===== config.mk =====
export PLATFORM = sky130hd
export DESIGN_NAME = memory_matrix_core
export DESIGN_NICKNAME = d
export VERILOG_FILES = /design/src/rtl/mm_pkg.sv /design/src/rtl/mm_tick_counter.sv /design/src/rtl/memory_matrix_core.sv
export SDC_FILE = /design/constraint.sdc
export NUM_CORES = 1
export LEC_CHECK = 0
export ABC_AREA = 1
export BUFFER_PORTS_ARGS = -buffer_cell sky130_fd_sc_hd__clkbuf_2
export CAP_MARGIN = 10
export CORE_MARGIN = 8
export CORE_UTILIZATION = 40
export DETAILED_ROUTE_END_ITERATION = 8
export PLACE_DENSITY_LB_ADDON = 0.12
export SYNTH_ARGS = -nofsm -noshare
export SYNTH_HDL_FRONTEND = slang
export SYNTH_SLANG_ARGS = --single-unit

===== constraint.sdc =====
create_clock -name clk -period 4.7 [get_ports clk]
set_clock_uncertainty 0.05 [all_clocks]
set_input_delay 0.705 -clock clk [delete_from_list [all_inputs] [get_ports clk]]
set_output_delay 0.705 -clock clk [all_outputs]
set_load 0.05 [all_outputs]

===== src/rtl/mm_pkg.sv =====
// Shared types and constants for the memory-matrix game core.
package mm_pkg;

    typedef enum logic [2:0] {
        IDLE,
        GEN,
        SHOW,
        PLAY,
        CHECK,
        WIN,
        LOSE
    } state_t;

    localparam logic [15:0] LFSR_TAPS         = 16'hB400;
    localparam logic [15:0] LFSR_DEFAULT_SEED = 16'hACE1;
    localparam int          TIMEOUT_MULT      = 4;

    // States in which the status LED flashes and the flash divider runs.
    function automatic logic is_flash_state(input state_t s);
        return (s == IDLE) || (s == WIN) || (s == LOSE);
    endfunction

endpackage


===== src/rtl/mm_tick_counter.sv =====
// Down-counter that reloads PERIOD-1 and emits a one-cycle tick at terminal count.
module mm_tick_counter #(
    parameter int PERIOD = 8
) (
    input  logic clk,
    input  logic reset,
    input  logic clear,
    input  logic enable,
    output logic tick
);

    localparam int W = (PERIOD > 1) ? $clog2(PERIOD) : 1;
    localparam logic [W-1:0] LOAD = W'(PERIOD - 1);

    logic [W-1:0] count;

    assign tick = enable && !clear && (count == '0);

    always_ff @(posedge clk) begin
        if (!reset) begin
            count <= LOAD;
        end else if (clear) begin
            count <= LOAD;
        end else if (enable) begin
            if (count == '0) begin
                count <= LOAD;
            end else begin
                count <= count - 1'b1;
            end
        end
    end

endmodule


===== src/rtl/memory_matrix_core.sv =====
// Memory-matrix game core: pattern generation, display, guess tracking, win/lose flashing.
// Optional PLAY inactivity timeout is enabled by defining MM_TIMEOUT_EN.
module memory_matrix_core
    import mm_pkg::*;
#(
    parameter int TILES          = 9,
    parameter int GUESS_W        = 4,
    parameter int DISPLAY_CYCLES = 50000000,
    parameter int FLASH_CYCLES   = 12500000
) (
    input  logic               clk,
    input  logic               reset,
    input  logic               start,
    input  logic [GUESS_W-1:0] guesses_in,
    input  logic [15:0]        seed,
    input  logic               board_ld,
    input  logic [TILES-1:0]   board_in,
    input  logic [TILES-1:0]   tile_press,
    output logic [TILES-1:0]   board_led,
    output logic               status_led,
    output logic [GUESS_W-1:0] guesses_left,
    output logic               win,
    output logic               lose
);

    state_t             state, state_next;
    logic [15:0]        lfsr;
    logic [TILES-1:0]   solution, found, guess, press_q, press;
    logic [TILES-1:0]   candidate, found_merge;
    logic               start_q, start_rise, ld_q, forced_wrong, correct;
    logic [GUESS_W-1:0] gl;
    logic               flash_phase, flash_tick, flash_clear, flash_en;
    logic               show_tick, timeout_tick;

    assign start_rise   = start & ~start_q;
    assign press        = tile_press & ~press_q;
    assign guesses_left = gl;

    // The flash divider restarts whenever a flashing state is entered.
    assign flash_en    = is_flash_state(state);
    assign flash_clear = !flash_en || (state_next != state);

    mm_tick_counter #(.PERIOD(DISPLAY_CYCLES)) u_show_timer (
        .clk    (clk),
        .reset  (reset),
        .clear  (state != SHOW),
        .enable (state == SHOW),
        .tick   (show_tick)
    );

    mm_tick_counter #(.PERIOD(FLASH_CYCLES)) u_flash_div (
        .clk    (clk),
        .reset  (reset),
        .clear  (flash_clear),
        .enable (flash_en),
        .tick   (flash_tick)
    );

`ifdef MM_TIMEOUT_EN
    mm_tick_counter #(.PERIOD(TIMEOUT_MULT * DISPLAY_CYCLES)) u_play_timeout (
        .clk    (clk),
        .reset  (reset),
        .clear  (state != PLAY),
        .enable (state == PLAY),
        .tick   (timeout_tick)
    );
`else
    assign timeout_tick = 1'b0;
`endif

    always_comb begin
        state_next  = state;
        candidate   = ld_q ? board_in : lfsr[TILES-1:0];
        correct     = ((guess & ~solution) == '0) && !forced_wrong;
        found_merge = correct ? (found | guess) : found;
        case (state)
            IDLE:  if (start_rise && (guesses_in != '0)) state_next = GEN;
            GEN: begin
                if (candidate == '0) begin
                    state_next = ld_q ? IDLE : GEN;
                end else begin
                    state_next = SHOW;
                end
            end
            SHOW:  if (show_tick) state_next = PLAY;
            PLAY:  if ((press != '0) || timeout_tick) state_next = CHECK;
            CHECK: begin
                if (found_merge == solution) begin
                    state_next = WIN;
                end else if (!correct && (gl == GUESS_W'(1))) begin
                    state_next = LOSE;
                end else begin
                    state_next = PLAY;
                end
            end
            WIN, LOSE: if (start_rise) state_next = IDLE;
            default:   state_next = IDLE;
        endcase
    end

    always_ff @(posedge clk) begin
        if (!reset) begin
            state        <= IDLE;
            lfsr         <= (seed == 16'h0000) ? LFSR_DEFAULT_SEED : seed;
            solution     <= '0;
            found        <= '0;
            guess        <= '0;
            press_q      <= '0;
            start_q      <= 1'b0;
            ld_q         <= 1'b0;
            forced_wrong <= 1'b0;
            gl           <= '0;
        end else begin
            state   <= state_next;
            lfsr    <= {lfsr[14:0], ^(lfsr & LFSR_TAPS)};
            start_q <= start;
            press_q <= tile_press;
            case (state)
                IDLE: begin
                    if (state_next == GEN) begin
                        gl   <= guesses_in;
                        ld_q <= board_ld;
                    end
                end
                GEN: begin
                    solution <= candidate;
                    found    <= '0;
                end
                PLAY: begin
                    if (press != '0) begin
                        guess        <= press;
                        forced_wrong <= 1'b0;
                    end else if (timeout_tick) begin
                        guess        <= '0;
                        forced_wrong <= 1'b1;
                    end
                end
                CHECK: begin
                    if (correct) begin
                        found <= found_merge;
                    end else if (gl != '0) begin
                        gl <= gl - GUESS_W'(1);
                    end
                end
                default: ;
            endcase
        end
    end

    // Outputs follow the current state, so they trail a state change by one cycle.
    always_ff @(posedge clk) begin
        if (!reset) begin
            flash_phase <= 1'b0;
            board_led   <= '0;
            status_led  <= 1'b0;
            win         <= 1'b0;
            lose        <= 1'b0;
        end else begin
            if (flash_clear) begin
                flash_phase <= 1'b0;
            end else if (flash_tick) begin
                flash_phase <= ~flash_phase;
            end
            board_led  <= '0;
            status_led <= 1'b0;
            win        <= 1'b0;
            lose       <= 1'b0;
            case (state)
                IDLE:        status_led <= flash_phase;
                SHOW:        board_led  <= solution;
                PLAY, CHECK: board_led  <= found;
                WIN: begin
                    win        <= 1'b1;
                    status_led <= flash_phase;
                    board_led  <= flash_phase ? '1 : '0;
                end
                LOSE: begin
                    lose       <= 1'b1;
                    status_led <= flash_phase;
                    board_led  <= flash_phase ? solution : '0;
                end
                default: ;
            endcase
        end
    end

endmodule


Word-level counts from Yosys, hierarchy flattened --
Index checks and enable logic that the tools add are counted.
Cells by class: add/subtract/negate cells 3, multiply operators 0, divide/modulo/power cells 0, magnitude comparators 0, eq/ne operators 15, shift operators 0, muxes and demuxes 26, bitwise operators 9, reduce and logical (&&, ||, !) cells 35
Operators with widths (count):
- $mux 9 | 5
- $pmux 9 s4 | 1
- $mux 16 | 2
- $logic_not 26->1 | 1
- $mux 26 | 1
- $sub 26x1->26 const B | 1
- $logic_not 24->1 | 1
- $mux 24 | 1
- $sub 24x1->24 const B | 1
- $and 9x9->9 | 2
- $logic_not 9->1 | 2
- $mux 3 | 6
- $not 9->9 | 2
- $pmux 3 s6 | 1
- $pmux 9 s2 | 1
- $logic_not 16->1 | 1
- $reduce_xor 16->1 | 1
- $mux 4 | 3
- $eq 3x3->1 const B | 3
- $eq 9x9->1 | 1
- $or 9x9->9 | 1
- $reduce_bool 9->1 | 1
- $pmux 4 s2 | 1
- $reduce_and 2->1 | 4
- other kinds (21) | 44
Word-level totals: flip-flop bits (word level) 124, bits in latches 0, RAM bits 0, ROM bits 0, memories kept 0

Depth between registers and ports, before layout --
word-level depth 13, mapped depth 20, mapped depth without buffers 19

Modules after synthesis --
From an unflattened synthesis, not the netlist that was laid out.
Second synthesis, totals: cell total of the unflattened synthesis 925, area, all modules 6384.9 um^2
Modules (own cells, without submodules):
- memory_matrix_core | times used 1, cells an instance 491, area an instance 3492.1 um^2, seq. area each 1481.4 um^2
- mm_tick_counter at u_show_timer | times used 1, cells an instance 234, area an instance 1488.9 um^2, seq. area each 520.5 um^2
- mm_tick_counter at u_flash_div | times used 1, cells an instance 200, area an instance 1403.8 um^2, seq. area each 480.5 um^2

Worst setup path after synthesis --
No wires, ideal clock.
kind input-to-reg, from in guesses_in[0], to reg u_flash_div.count[17], arrival time 2.158 ns, path slack 2.369 ns, stages 9, path buffers 1, cell sequence o41ai_1 -> o21ai_0 -> nor2_1 -> nand2_1 -> nor2_1 -> nand3_1 -> nand2_4 -> buf_12 -> nand3_2
Between the ends: longest elaborated chain between the ends 7
RTL lines:
- start, declared | RTL line memory_matrix_core.sv:14 | input logic [GUESS_W-1:0] guesses_in,
- $reduce_bool 4->1 | RTL line memory_matrix_core.sv:77 | IDLE: if (start_rise && (guesses_in != '0)) state_next = GEN;
- $logic_and 1x1->1 | RTL line memory_matrix_core.sv:77
- $mux 3 | RTL line memory_matrix_core.sv:77
- $pmux 3 s6 | RTL line memory_matrix_core.sv:76 | case (state)
- $ne 3x3->1 | RTL line memory_matrix_core.sv:41 | assign flash_clear = !flash_en || (state_next != state);
- $logic_or 1x1->1 | RTL line memory_matrix_core.sv:41
- $reduce_or 2->1 (no source line)
- end signal, assigned | RTL line mm_tick_counter.sv:28 | count <= count - 1'b1;
- end, declared | RTL line mm_tick_counter.sv:15 | logic [W-1:0] count;
Every way passes these cells. A chain may end at the register's enable or synchronous reset.

Worst setup path after layout --
from reg state[2], to reg found[7]
Between the ends: longest elaborated chain between the ends 3
RTL lines:
- start, declared | RTL line memory_matrix_core.sv:26 | state_t state, state_next;
- start signal, assigned | RTL line memory_matrix_core.sv:114 | state <= state_next;
- $eq 3x3->1 / $eq 3x1->1 (equally long branches) | RTL line memory_matrix_core.sv:118 | case (state)
- $ne 2x2->1 (no source line) / $reduce_bool 2->1 (equally long branches)
- $reduce_and 2->1 (no source line)
- end signal, assigned | RTL line memory_matrix_core.sv:140 | found <= found_merge;
- end, declared | RTL line memory_matrix_core.sv:28 | logic [TILES-1:0] solution, found, guess, press_q, press;
Parallel ways exist; a longest one is shown, timed or not.

==> metrics.cfg <==
[routing]
drt_iter0_drc = 396
drc = 0
vias_per_cell = 4.85
vias = 5278
dr.pass1.iters = 4
drt-total-wl_mm = 14.5
postRouteAntennaNets = 0
wl_per_cell_um = 13.3

[grt]
gr-total-overflow = 0
grt_pass1_vias = 5243
grt_antenna_before_repair = 0
grt_max_degree = 47
grt_pass1_wl_mm = 24.7
track_usage_pct = 15.5

[finish]
syn_to_final_growth_pct = 18.4
antennaDiodeCount = 0
fin_util_pct = 47.7
design_area_sq_mm = 0.00712
final_nets = 935
final_cell_mix = nand2_1, nor2_1, dfxtp_1
layout_commonest_cell = nand2_1
layout-drive-gt1-share_pct = 17.6

[hold_path]
hold_end = u_show_timer.count[0]
worstHoldStart = u_show_timer.count[0]
hold_depth = 1
worstHoldPathType = reg -> reg

[synth]
synthFlopType = dfxtp_1
synth_xor_area_share_pct = 5.24
synth_compound_area_share_pct = 10.1
async_flop_share_pct = 0
synth_edf_count = 0
synthSimpleGateAreaFrac_pct = 34.0
synth_fa_ha_area_share_pct = 1.25
synth_top_family_by_area = simple AND/OR/NAND/NOR gates
synth.area.mux_share_pct = 0.333
syn_inst = 826
syn_area_per_cell_sq_um = 7.28
synth-seq-cells = 124
yosys_warnings = 0
synthesis.area_sq_mm = 0.00601
syn_nets = 874
synth_cell_types = 46
yosysSeqAreaShare_pct = 41.3

[setup_path]
critPathLaunchType = flip-flop
startpoint = state[2]
worstReg2RegStart = state[2]
ff2ff_path_depth = 9
crit_arrival_ns = 3.08
crit_fanout = 12
rrSetupSlack_ns = 1.86
critical_path_class = reg -> reg
crit_required_ns = 4.94
crit_path_end_kind = flip-flop
r2r-end = found[7]

[run]
max-cap-violations = 0

[sta]
relSlewSlack_pct = 45.8
setup_tns_ns = 0
rsz0062_at_grt = false
setup_violations = 0
post-route-min-period_ns = 2.84
period_share_pct = 60.4
maxSlewViolCount = 0
fmax_mhz = 352
worst_pin_slew_ns = 0.810
fin_hold_ws_ns = 0.343
hold_viol = 0

[clock_network]
cts_tree = yes
clockBufferDepth = 2
ctsRootBufferMaster = clkbuf_16
cts_hold_buf = 0
cts_resized = 0
clkSinkCount = 124
insertion_delay_ns = 0.42
path_clk_slew_ns = 0.06
post_cts_buffers = 0
numCtsBuffers = 17
h-tree-depth = 4

[floorplanning]
chipWidth_um = 139
rows = 45
io_pins = 58
coreArea_sq_mm = 0.0149
die_area_sq_mm = 0.0192
dieHeight_um = 139
start_util_pct = 40.3

[power]
p_leak_nw = 3.06
power_mw = 2.90
ir_drop_mv = 0.283
p_per_area_mw_per_mm2 = 407

[placed_design]
routabilityCongestion = 0.829
place_area_sq_mm = 0.00645
dpl.hpwl_mm = 10.7
port_buffers = 57

[status]
status = completed

routing by layer:
layer | wire length, um | vias up | global-route usage, %
li1 | - | 2802 | -
met1 | 6540 | 2367 | 18.2
met2 | 7120 | 86 | 26.4
met3 | 550 | 23 | 4.01
met4 | 284 | 0 | 6.46
met5 | 0 | - | 0
state kept, by name (all words and copies together) (netlist names):
name	cells
u_show_timer.count	26
u_flash_div.count	24
lfsr	16
board_led	9
found	9
guess	9
press_q	9
solution	9
guesses_left	4
state	3
flash_phase	1
ld_q	1
lose	1
start_q	1
status_led	1
win	1
how the worst max path moves through the flow:
| stage | to | slack, ns |
|---|---|---|
| finish | found[7] | 1.86 |
| global route | guesses_left[2] | 1.59 |
| CTS | found[7] | 1.86 |
| detailed placement | u_flash_div.count[12] | 1.83 |
| global placement | found[7] | 1.86 |
| floorplan | u_flash_div.count[17] | 2.37 |
where the power goes:
group / total [mW] / switching [mW] / internal (mW)
clock: 1.46 / 0.515 / 0.949
combinational: 0.306 / 0.206 / 0.100
sequential: 1.13 / 0.0332 / 1.09
final cells by class:
cell class | count | area, sq um
tap | 188 | 235
inverter | 99 | 372
clock inverter | 15 | 236
timing repair buffer | 60 | 308
multi-input combinational | 585 | 3060
fill | 1471 | 7800
clock buffer | 17 | 425
sequential | 124 | 2480
cell families after synthesis:
group	Yosys count
simple gates	436
flops	124
compound gates	105
buf+inv	117
mux	2
xor+xnor	36
fa+ha+maj	6
synth_stat cells, types with 2 or more instances:
cell type	count	area (sq um)
mux2i_1	2	20.0
clkinv_1	4	15.0
nor3_2	6	60.1
nor4_1	10	62.6
nand2_2	10	62.6
nand3_2	14	140
dfxtp_1	124	2480
xor2_1	20	175
a21oi_1	50	250
ha_1	6	75.1
nor2_4	5	56.3
a211oi_1	2	15.0
o21ai_0	30	150
inv_1	81	304
nand2_4	2	22.5
nor3_1	19	95.1
a31oi_1	3	18.8
nand2_1	165	619
nand4_1	14	87.6
a221oi_1	9	78.8
nand3_1	39	195
o41ai_1	2	17.5
o21a_1	2	15.0
clkbuf_1	10	37.5
or2_2	7	43.8
xnor2_1	16	140
inv_2	14	52.6
nor2_1	137	514
buf_2	4	20.0
nor2_2	3	18.8
critical path, stage by stage (launching register included):
cell     delay, ns
dfxtp_1       0.52
inv_1         0.12
nor2_1        0.65
inv_1         0.23
nor2_1        0.64
inv_1         0.13
nand2_1       0.12
inv_1         0.11
nand2_1       0.08
a21oi_1       0.06
per-stage QoR:
stage	instances	worst slack, ns
2_1_floorplan	826	2.37
3_3_place_gp	1056	1.86
3_5_place_dp	1056	1.83
4_1_cts	1088	1.86
5_1_grt	1088	1.59
6_report	1088	1.86
Note: power is estimated with default switching activity, not from simulation.
